[src/rtl/boot_pkg.sv]
// -----------------------------------------------------------------------------
// boot_pkg
// Shared definitions for the boot copy path. The boot loader, the boot ROM and
// the SoC top all import these.
//   BOOT_DW        : data word width of the boot ROM and memory write port
//   BOOT_ROM_WORDS : default number of ROM words copied at boot
//   BOOT_WAIT_MAX  : default write-acknowledge timeout, in clock cycles
//   boot_state_e   : boot loader sequencer states
// -----------------------------------------------------------------------------
package boot_pkg;

    localparam int unsigned BOOT_DW        = 16;
    localparam int unsigned BOOT_ROM_WORDS = 8;
    localparam int unsigned BOOT_WAIT_MAX  = 15;

    typedef enum logic [2:0] {
        IDLE = 3'd0,
        RD   = 3'd1,
        WR   = 3'd2,
        DONE = 3'd3,
        ERR  = 3'd4
    } boot_state_e;

endpackage : boot_pkg

[src/rtl/boot_wait_timer.sv]
// -----------------------------------------------------------------------------
// boot_wait_timer
// Wait-state counter with a terminal flag. Counts enabled cycles since the last
// clear; 'expire' is asserted during the enabled cycle that brings the count to
// WAIT_MAX, so the owner can leave its wait state on that same edge.
// Ports:
//   clk    in  clock
//   rst    in  asynchronous, active-high reset (count -> 0)
//   clr    in  synchronous clear, dominates en
//   en     in  count this cycle
//   expire out this enabled cycle is wait number WAIT_MAX
// -----------------------------------------------------------------------------
module boot_wait_timer
    import boot_pkg::*;
#(
    parameter int unsigned WAIT_MAX = BOOT_WAIT_MAX
) (
    input  logic clk,
    input  logic rst,
    input  logic clr,
    input  logic en,
    output logic expire
);

    localparam int unsigned CW   = (WAIT_MAX < 2) ? 1 : $clog2(WAIT_MAX + 1);
    localparam int unsigned LAST = (WAIT_MAX == 0) ? 0 : WAIT_MAX - 1;
    localparam int unsigned TOP  = (WAIT_MAX == 0) ? 0 : WAIT_MAX;

    logic [CW-1:0] count_q;
    logic [CW-1:0] count_d;

    always_ff @(posedge clk or posedge rst) begin
        if (rst) begin
            count_q <= '0;
        end else begin
            count_q <= count_d;
        end
    end

    always_comb begin
        count_d = count_q;
        if (clr) begin
            count_d = '0;
        end else if (en && (count_q != CW'(TOP))) begin
            // Saturates at WAIT_MAX so a caller that keeps 'en' high cannot wrap.
            count_d = count_q + 1'b1;
        end
    end

    assign expire = en && !clr && (count_q == CW'(LAST));

endmodule : boot_wait_timer

[src/rtl/boot_loader.sv]
// -----------------------------------------------------------------------------
// boot_loader
// Bus initiator that copies ROM_WORDS words of the boot ROM into main memory
// starting at MEM_BASE, holding the CPU in reset until the copy completes and
// accumulating a modulo-2^16 checksum of the copied words. A write that is not
// acknowledged within WAIT_MAX cycles aborts the copy into an error state.
// Ports:
//   romclk    in  clock
//   rst       in  asynchronous, active-high reset
//   start     in  single-cycle request to (re)run the copy from IDLE/DONE/ERR
//   rom_cs    out ROM chip select (read cycle)
//   rom_we    out ROM write enable, always 0
//   rom_addr  out ROM word address
//   rom_dout  in  ROM read data, captured at the end of the read cycle
//   mem_cs    out memory chip select (write cycle)
//   mem_we    out memory write enable
//   mem_addr  out memory word address (MEM_BASE + index, wraps)
//   mem_din   out memory write data
//   mem_ready in  memory accepted the write this cycle
//   busy      out copy in progress
//   done      out copy completed
//   err       out write timeout occurred
//   cpu_hold  out hold the CPU in reset
//   checksum  out modulo-2^16 sum of the words copied so far
// -----------------------------------------------------------------------------
module boot_loader
    import boot_pkg::*;
#(
    parameter int unsigned ROM_AW     = 3,
    parameter int unsigned ROM_WORDS  = BOOT_ROM_WORDS,
    parameter int unsigned MEM_AW     = 12,
    parameter int unsigned MEM_BASE   = 0,
    parameter bit          AUTO_START = 1'b1,
    parameter int unsigned WAIT_MAX   = BOOT_WAIT_MAX
) (
    input  logic                romclk,
    input  logic                rst,
    input  logic                start,
    output logic                rom_cs,
    output logic                rom_we,
    output logic [ROM_AW-1:0]   rom_addr,
    input  logic [BOOT_DW-1:0]  rom_dout,
    output logic                mem_cs,
    output logic                mem_we,
    output logic [MEM_AW-1:0]   mem_addr,
    output logic [BOOT_DW-1:0]  mem_din,
    input  logic                mem_ready,
    output logic                busy,
    output logic                done,
    output logic                err,
    output logic                cpu_hold,
    output logic [BOOT_DW-1:0]  checksum
);

    localparam logic [MEM_AW-1:0] BASE     = MEM_AW'(MEM_BASE);
    localparam logic [ROM_AW-1:0] LAST_IDX = ROM_AW'(ROM_WORDS - 1);

    boot_state_e          state_q, state_d;
    logic [ROM_AW-1:0]    idx_q, idx_d;
    logic [BOOT_DW-1:0]   data_q, data_d;
    logic [BOOT_DW-1:0]   checksum_q, checksum_d;

    logic                 in_wr;
    logic                 wait_expire;

    // -------------------------------------------------------------------------
    // Write-acknowledge timeout
    // -------------------------------------------------------------------------
    assign in_wr = (state_q == WR);

    boot_wait_timer #(
        .WAIT_MAX (WAIT_MAX)
    ) u_wait_timer (
        .clk    (romclk),
        .rst    (rst),
        .clr    (!in_wr || mem_ready),
        .en     (in_wr && !mem_ready),
        .expire (wait_expire)
    );

    // -------------------------------------------------------------------------
    // State register
    // -------------------------------------------------------------------------
    always_ff @(posedge romclk or posedge rst) begin
        if (rst) begin
            state_q    <= IDLE;
            idx_q      <= '0;
            data_q     <= '0;
            checksum_q <= '0;
        end else begin
            state_q    <= state_d;
            idx_q      <= idx_d;
            data_q     <= data_d;
            checksum_q <= checksum_d;
        end
    end

    // -------------------------------------------------------------------------
    // Next-state logic
    // -------------------------------------------------------------------------
    always_comb begin
        state_d    = state_q;
        idx_d      = idx_q;
        data_d     = data_q;
        checksum_d = checksum_q;

        unique case (state_q)
            IDLE: begin
                if (AUTO_START || start) begin
                    state_d    = RD;
                    idx_d      = '0;
                    checksum_d = '0;
                end
            end

            RD: begin
                data_d  = rom_dout;
                state_d = WR;
            end

            WR: begin
                // An acknowledge on the last allowed wait cycle still completes
                // the write; the timeout only applies while mem_ready is low.
                if (mem_ready) begin
                    checksum_d = checksum_q + data_q;
                    if (idx_q == LAST_IDX) begin
                        state_d = DONE;
                    end else begin
                        idx_d   = idx_q + 1'b1;
                        state_d = RD;
                    end
                end else if (wait_expire) begin
                    state_d = ERR;
                end
            end

            DONE, ERR: begin
                if (start) begin
                    state_d    = RD;
                    idx_d      = '0;
                    checksum_d = '0;
                end
            end

            default: begin
                state_d = IDLE;
            end
        endcase
    end

    // -------------------------------------------------------------------------
    // Output decode: state plus registers only, so no input reaches an output
    // combinationally. Addresses and data are zero outside their own cycle.
    // -------------------------------------------------------------------------
    always_comb begin
        rom_cs   = 1'b0;
        rom_addr = '0;
        mem_cs   = 1'b0;
        mem_we   = 1'b0;
        mem_addr = '0;
        mem_din  = '0;
        busy     = 1'b0;
        done     = 1'b0;
        err      = 1'b0;
        cpu_hold = 1'b1;

        unique case (state_q)
            RD: begin
                rom_cs   = 1'b1;
                rom_addr = idx_q;
                busy     = 1'b1;
            end
            WR: begin
                mem_cs   = 1'b1;
                mem_we   = 1'b1;
                mem_addr = BASE + MEM_AW'(idx_q);
                mem_din  = data_q;
                busy     = 1'b1;
            end
            DONE: begin
                done     = 1'b1;
                cpu_hold = 1'b0;
            end
            ERR: begin
                err      = 1'b1;
            end
            default: begin
            end
        endcase
    end

    assign rom_we   = 1'b0;
    assign checksum = checksum_q;

endmodule : boot_loader

[config.mk]
export PLATFORM = sky130hd
export DESIGN_NAME = boot_loader
export DESIGN_NICKNAME = d
export VERILOG_FILES = /design/src/rtl/boot_pkg.sv /design/src/rtl/boot_wait_timer.sv /design/src/rtl/boot_loader.sv
export SDC_FILE = /design/constraint.sdc
export NUM_CORES = 1
export LEC_CHECK = 0
export CAP_MARGIN = 20
export CORE_MARGIN = 5
export CORE_UTILIZATION = 49
export CTS_BUF_LIST = sky130_fd_sc_hd__clkbuf_16
export DETAILED_ROUTE_END_ITERATION = 10
export GPL_ROUTABILITY_DRIVEN = 0
export PLACE_DENSITY = 0.92
export SLEW_MARGIN = 20
export SYNTH_ARGS = -nofsm -noshare
export SYNTH_HDL_FRONTEND = slang
export SYNTH_SLANG_ARGS = --single-unit
[constraint.sdc]
create_clock -name romclk -period 2.7 [get_ports romclk]
set_input_delay 0.675 -clock romclk [delete_from_list [all_inputs] [get_ports romclk]]
set_output_delay 0.675 -clock romclk [all_outputs]
set_load 0.005 [all_outputs]
-- Word level (Yosys, flattened, before mapping)
Index checks and enable logic that the tools add are counted.
- add/sub/neg operators: 3
- reduce and logical (&&, ||, !) cells: 16
- mux-type cells: 23
- equality and inequality tests: 11
- operators with widths (operator ; number):
    16-bit two-way mux ; 3
    16-bit one-hot mux with 3 select lines ; 1
    3-bit two-way mux ; 8
    16-bit adder ; 1
    3-bit one-hot mux with 4 select lines ; 1
    3-bit one-hot mux with 3 select lines ; 1
    4-bit two-way mux ; 2
    3-bit by 2-bit == test with 1-bit output (second input constant) ; 2
    3-bit == test (second input constant) ; 2
    1-bit two-way mux ; 6
    2-bit inequality test (second input constant) ; 3
    4-bit by 1-bit adder with 4-bit output (second input constant) ; 1
    4-bit == test (second input constant) ; 1
    1-bit logical AND ; 4
    4-bit inequality test (second input constant) ; 1
    4-bit AND reduction ; 1
    2-bit OR reduction ; 2
    3-bit by 1-bit adder with 3-bit output (second input constant) ; 1
    3-bit by 1-bit == test with 1-bit output (second input constant) ; 1
    1-bit logical NOT ; 3
    3-bit logical NOT ; 1
    3-bit by 2-bit inequality test with 1-bit output (second input constant) ; 1
    3-bit AND reduction ; 1
    3-bit nonzero test ; 1
    other kinds (4) ; 4
- register bits: 42
- logic and storage cells: 58
- bits of input ports: 20
- output and inout port bits: 55

-- Logic depth before layout (Yosys ltp)
- depth in word-level cells: 9
- depth in mapped cells: 9
- mapped depth without buffers: 9

-- Cells and area by module
From an unflattened synthesis, not the netlist that was laid out.
- cells, all modules: 298
- area, all modules: 2867.8 um^2
- modules (own cells, without submodules) (module ; instances ; sequential area each (um^2) ; area an instance (um^2) ; cells an instance):
    boot_loader ; 1 ; 950.9 ; 2625.0 ; 273
    boot_wait_timer ; 1 ; 100.1 ; 242.7 ; 25

-- Worst setup path before layout
Ideal clock, no wire load.
- path kind: register to register
- from: reg checksum_q[12] (netlist: checksum[12])
- to: reg checksum_q[15] (netlist: checksum[15])
- path buffers: 1
- setup slack: 0.560 ns
- data arrival time: 2.014 ns
- stages on the path, launching flop included: 9
- cells stage by stage: dfrtp_1 -> ha_1 -> buf_6 -> a211o_1 -> a21oi_1 -> o21ai_1 -> or3_1 -> and2_0 -> a221o_1
- word-level cells in the longest chain between the ends: 3
- RTL lines (what ; RTL line ; RTL):
    start: declaration ; boot_loader.sv:61 ; logic [BOOT_DW-1:0] checksum_q, checksum_d;
    start signal: assignment ; boot_loader.sv:94 ; checksum_q <= checksum_d;
    16-bit adder ; boot_loader.sv:125 ; checksum_d = checksum_q + data_q;
    16-bit two-way mux ; boot_loader.sv:124 ; if (mem_ready) begin
    16-bit one-hot mux with 3 select lines ; boot_loader.sv:107 ; unique case (state_q)
No other way between the ends. The select of a mux whose other input is x is not followed.
A chain may end at the register's enable or synchronous reset.

-- Final worst setup path
- from: reg state_q[2]
- to: out mem_din[12]
- word-level cells in the longest chain between the ends: 2
- RTL lines (what ; RTL line ; RTL):
    start: declaration ; boot_loader.sv:58 ; boot_state_e state_q, state_d;
    start signal: assignment ; boot_loader.sv:91 ; state_q <= state_d;
    3-bit by 2-bit == test with 1-bit output ; boot_loader.sv:167 ; unique case (state_q)
    16-bit two-way mux ; boot_loader.sv:167 ;
    end: declaration ; boot_loader.sv:46 ; output logic [BOOT_DW-1:0] mem_din,
No other way between the ends.

==> flow_summary.toml <==
[clock_tree]
cts_hold_buf = 0
cts_buffer_depth = 2
htreeDepth = 2
clkSinkCount = 42
clk_latency_ns = 0.29
numCtsBuffers = 5
root_buffer = "clkbuf_16"
clkTransAtPathRegs_ns = 0.06
cts_tree = "yes"

[timing]
drv_slew = 0
slew_headroom = 0.645
final_hold_viol_count = 0
setup_tns_ns = 0
fin_skew_ns = 0.00689
setup_viol = 0
fin_crit_ns = 2.65
clock.fmax_ghz = 0.378
final.period_utilization = 0.980
tightest_slew_ns = 0.532

[power_and_ir_drop]
powerDensity_nw_per_um2 = 1160
fin_total_pwr_mw = 4.18
vdd.ir_drop.worst_v = 0.000649
power.leakage_nw = 1.62

[detailed_routing]
drc_errors = 0
via_count = 2376
wl_per_cell_um = 16.6
firstDrtPassIters = 4
drt_wl_total_um = 7100
vias_per_cell = 5.54
ant_nets = 0
first_iter_violations = 150

[synth]
synth_top_area_frac = 0.388
synthArstFlopShare = 1.00
yosysMostFrequentCell = "dfrtp_1"
yosys.area_share.simple = 0.171
synth-seq-cells = 42
synth-main-ff-cell = "dfrtp_1"
synthCells = 287
synth_edf_count = 0
synth_area_per_cell_um2 = 9.43
synth.area.top_cells = "dfrtp_1 39%, ha_1 8.8%, mux2_2 6.2%"
synth.area.mux_share = 0.0661
synthAdderAreaFrac = 0.0952
synth_commonest_cells = "42 x dfrtp_1, 30 x nand2_1, 21 x and2_1, 21 x o21ai_0, 19 x ha_1"
synth-compound-area-share = 0.171
yosysWarnings = 0
yosysSeqAreaShare = 0.388
synth_top_family_by_area = "simple AND/OR/NAND/NOR gates"
synth_cell_types = 49
synth_top_cell_by_area = "dfrtp_1"
synth-xor-area-share = 0.0388
synth.cell_area_um2 = 2710

[grt]
antenna_found_initial = 0
grt_pass1_vias = 2392
grt_overflow_total = 0
track_usage = 0.199
grt_pass1_wl_um = 11600
grt_max_degree = 43

[floorplan]
die_h_um = 84.3
die_area_um2 = 7110
io_pins = 75
core-area_um2 = 5440
num_rows = 27
initial_core_util = 0.498
die_w_um = 84.3

[layout]
final_util = 0.664
final_nets = 396
final_area_um2 = 3610
antennaDiodeCount = 0
drive_above_1_share = 0.118
layout-area-overhead-vs-synth_pct = 33.5

[worst_setup_path]
r2r_slack_ns = 0.19
crit_path_start = "state_q[2]"
critPathTopFamily = "buffers and inverters"
crit_required_ns = 2.03
cp.arrival_ns = 1.97
path_buf_inv = 3
cp_slowest_cell = "clkdlybuf4s50_1"
crit_path_end_kind = "primary output"
crit_fanout = 9
startpoint_type = "register"
critical_path.max_stage_delay_ns = 0.50
setup.worst_path.class = "reg2out"
r2r_start = "checksum[0]"
path_cells = "and2b_2, nand2_4, inv_4, buf_4, and2_1, clkdlybuf4s50_1"

[placed_design]
io_buffers = 64
dp_hpwl_um = 5150
post_dp_cell_area_um2 = 3400

[run_status]
outcome = "complete, no violations"

[min_path]
hold_class = "reg2reg"
min-delay-start = "state_q[2]"

[job]
maxCapViolCount = 0
final timing paths:
check                               end  cells after the start
setup / recovery            mem_din[12]                      6
hold / removal               state_q[1]                      1
setup reg to reg           checksum[14]                      9
hold reg to reg              state_q[1]                      1
max in group asynchronous    state_q[1]                      3
min in group asynchronous     data_q[2]                      3
cell families after synthesis:
| kind of cell | count (synthesis) |
|---|---|
| AND/OR/NAND/NOR | 92 |
| AO/OA/AOI/OAI | 69 |
| flip-flops | 42 |
| buffers and inverters | 35 |
| adder cells (fa/ha/maj) | 20 |
| multiplexers | 16 |
| XOR/XNOR | 12 |
| other | 1 |
worst reg2reg max path: stages, from the launching register on:
cell	delay, ns
dfrtp_1	0.42
ha_1	0.27
inv_1	0.09
fa_1	0.22
nor2b_1	0.07
o211ai_1	0.22
a31oi_1	0.21
o41ai_2	0.43
o221ai_1	0.19
a221o_1	0.28
layout make-up:
cell class	count	area, µm²
fill	425	1830
sequential	42	1050
multi-input combinational	219	1520
clock buffer	5	125
timing repair buffer	75	734
clock inverter	3	41.3
tap	72	90.1
inverter	13	51.3
cell usage in the layout, fill, tap and decap left out, types with 4 or more instances in the layout:
cell and instances:
mux2_2 15, o21ai_0 21, xor2_1 7, xnor2_1 5, conb_1 10, buf_4 8, clkdlybuf4s50_1 64, clkbuf_16 5
nand3_1 4, ha_1 19, and2_1 21, nor2_1 14, a21o_1 7, a211oi_1 4, nor3_1 5, inv_1 12
a21oi_1 10, nand4_1 4, dfrtp_1 40, nand2_1 30
timing repair:
| item | in CTS | in global routing |
|---|---|---|
| gates cloned | 0 | 1 |
| gates resized for setup | 3 | 8 |
| setup buffers | 0 | 2 |
| endpoints found under the setup margin | 13 | 22 |
registers in the layout, summed over array words and instances (netlist names):
signal / cells
u_wait_timer.count_q: 4
state_q: 3
idx_q: 3
data_q: 16
checksum: 16
layer usage:
metal | up-vias | wire length, µm | GRT usage
li1 | 1137 | - | -
met1 | 1135 | 2940 | 0.243
met2 | 91 | 3550 | 0.351
met3 | 13 | 487 | 0.0491
met4 | 0 | 123 | 0.0561
met5 | - | 0 | 0
report_power, final:
| part | internal, mW | leakage, nW | total (mW) | switching, mW |
|---|---|---|---|---|
| Sequential | 0.879 | 0.533 | 1.12 | 0.244 |
| Clock | 0.433 | 0.0812 | 0.680 | 0.247 |
| Combinational | 1.21 | 1.00 | 2.38 | 1.16 |
| Total | 2.53 | 1.62 | 4.18 | 1.66 |
per-stage QoR:
stage,cells,setup WS [ns],hold slack [ns]
final,429,0.0534,0.488
after global routing,429,-0.000496,0.505
after CTS,426,0.00305,0.512
after detailed placement,418,0.261,0.508
after global placement,418,0.313,0.494
after floorplan,296,0.560,0.469
No activity file was read; power rests on OpenSTA's default activity.
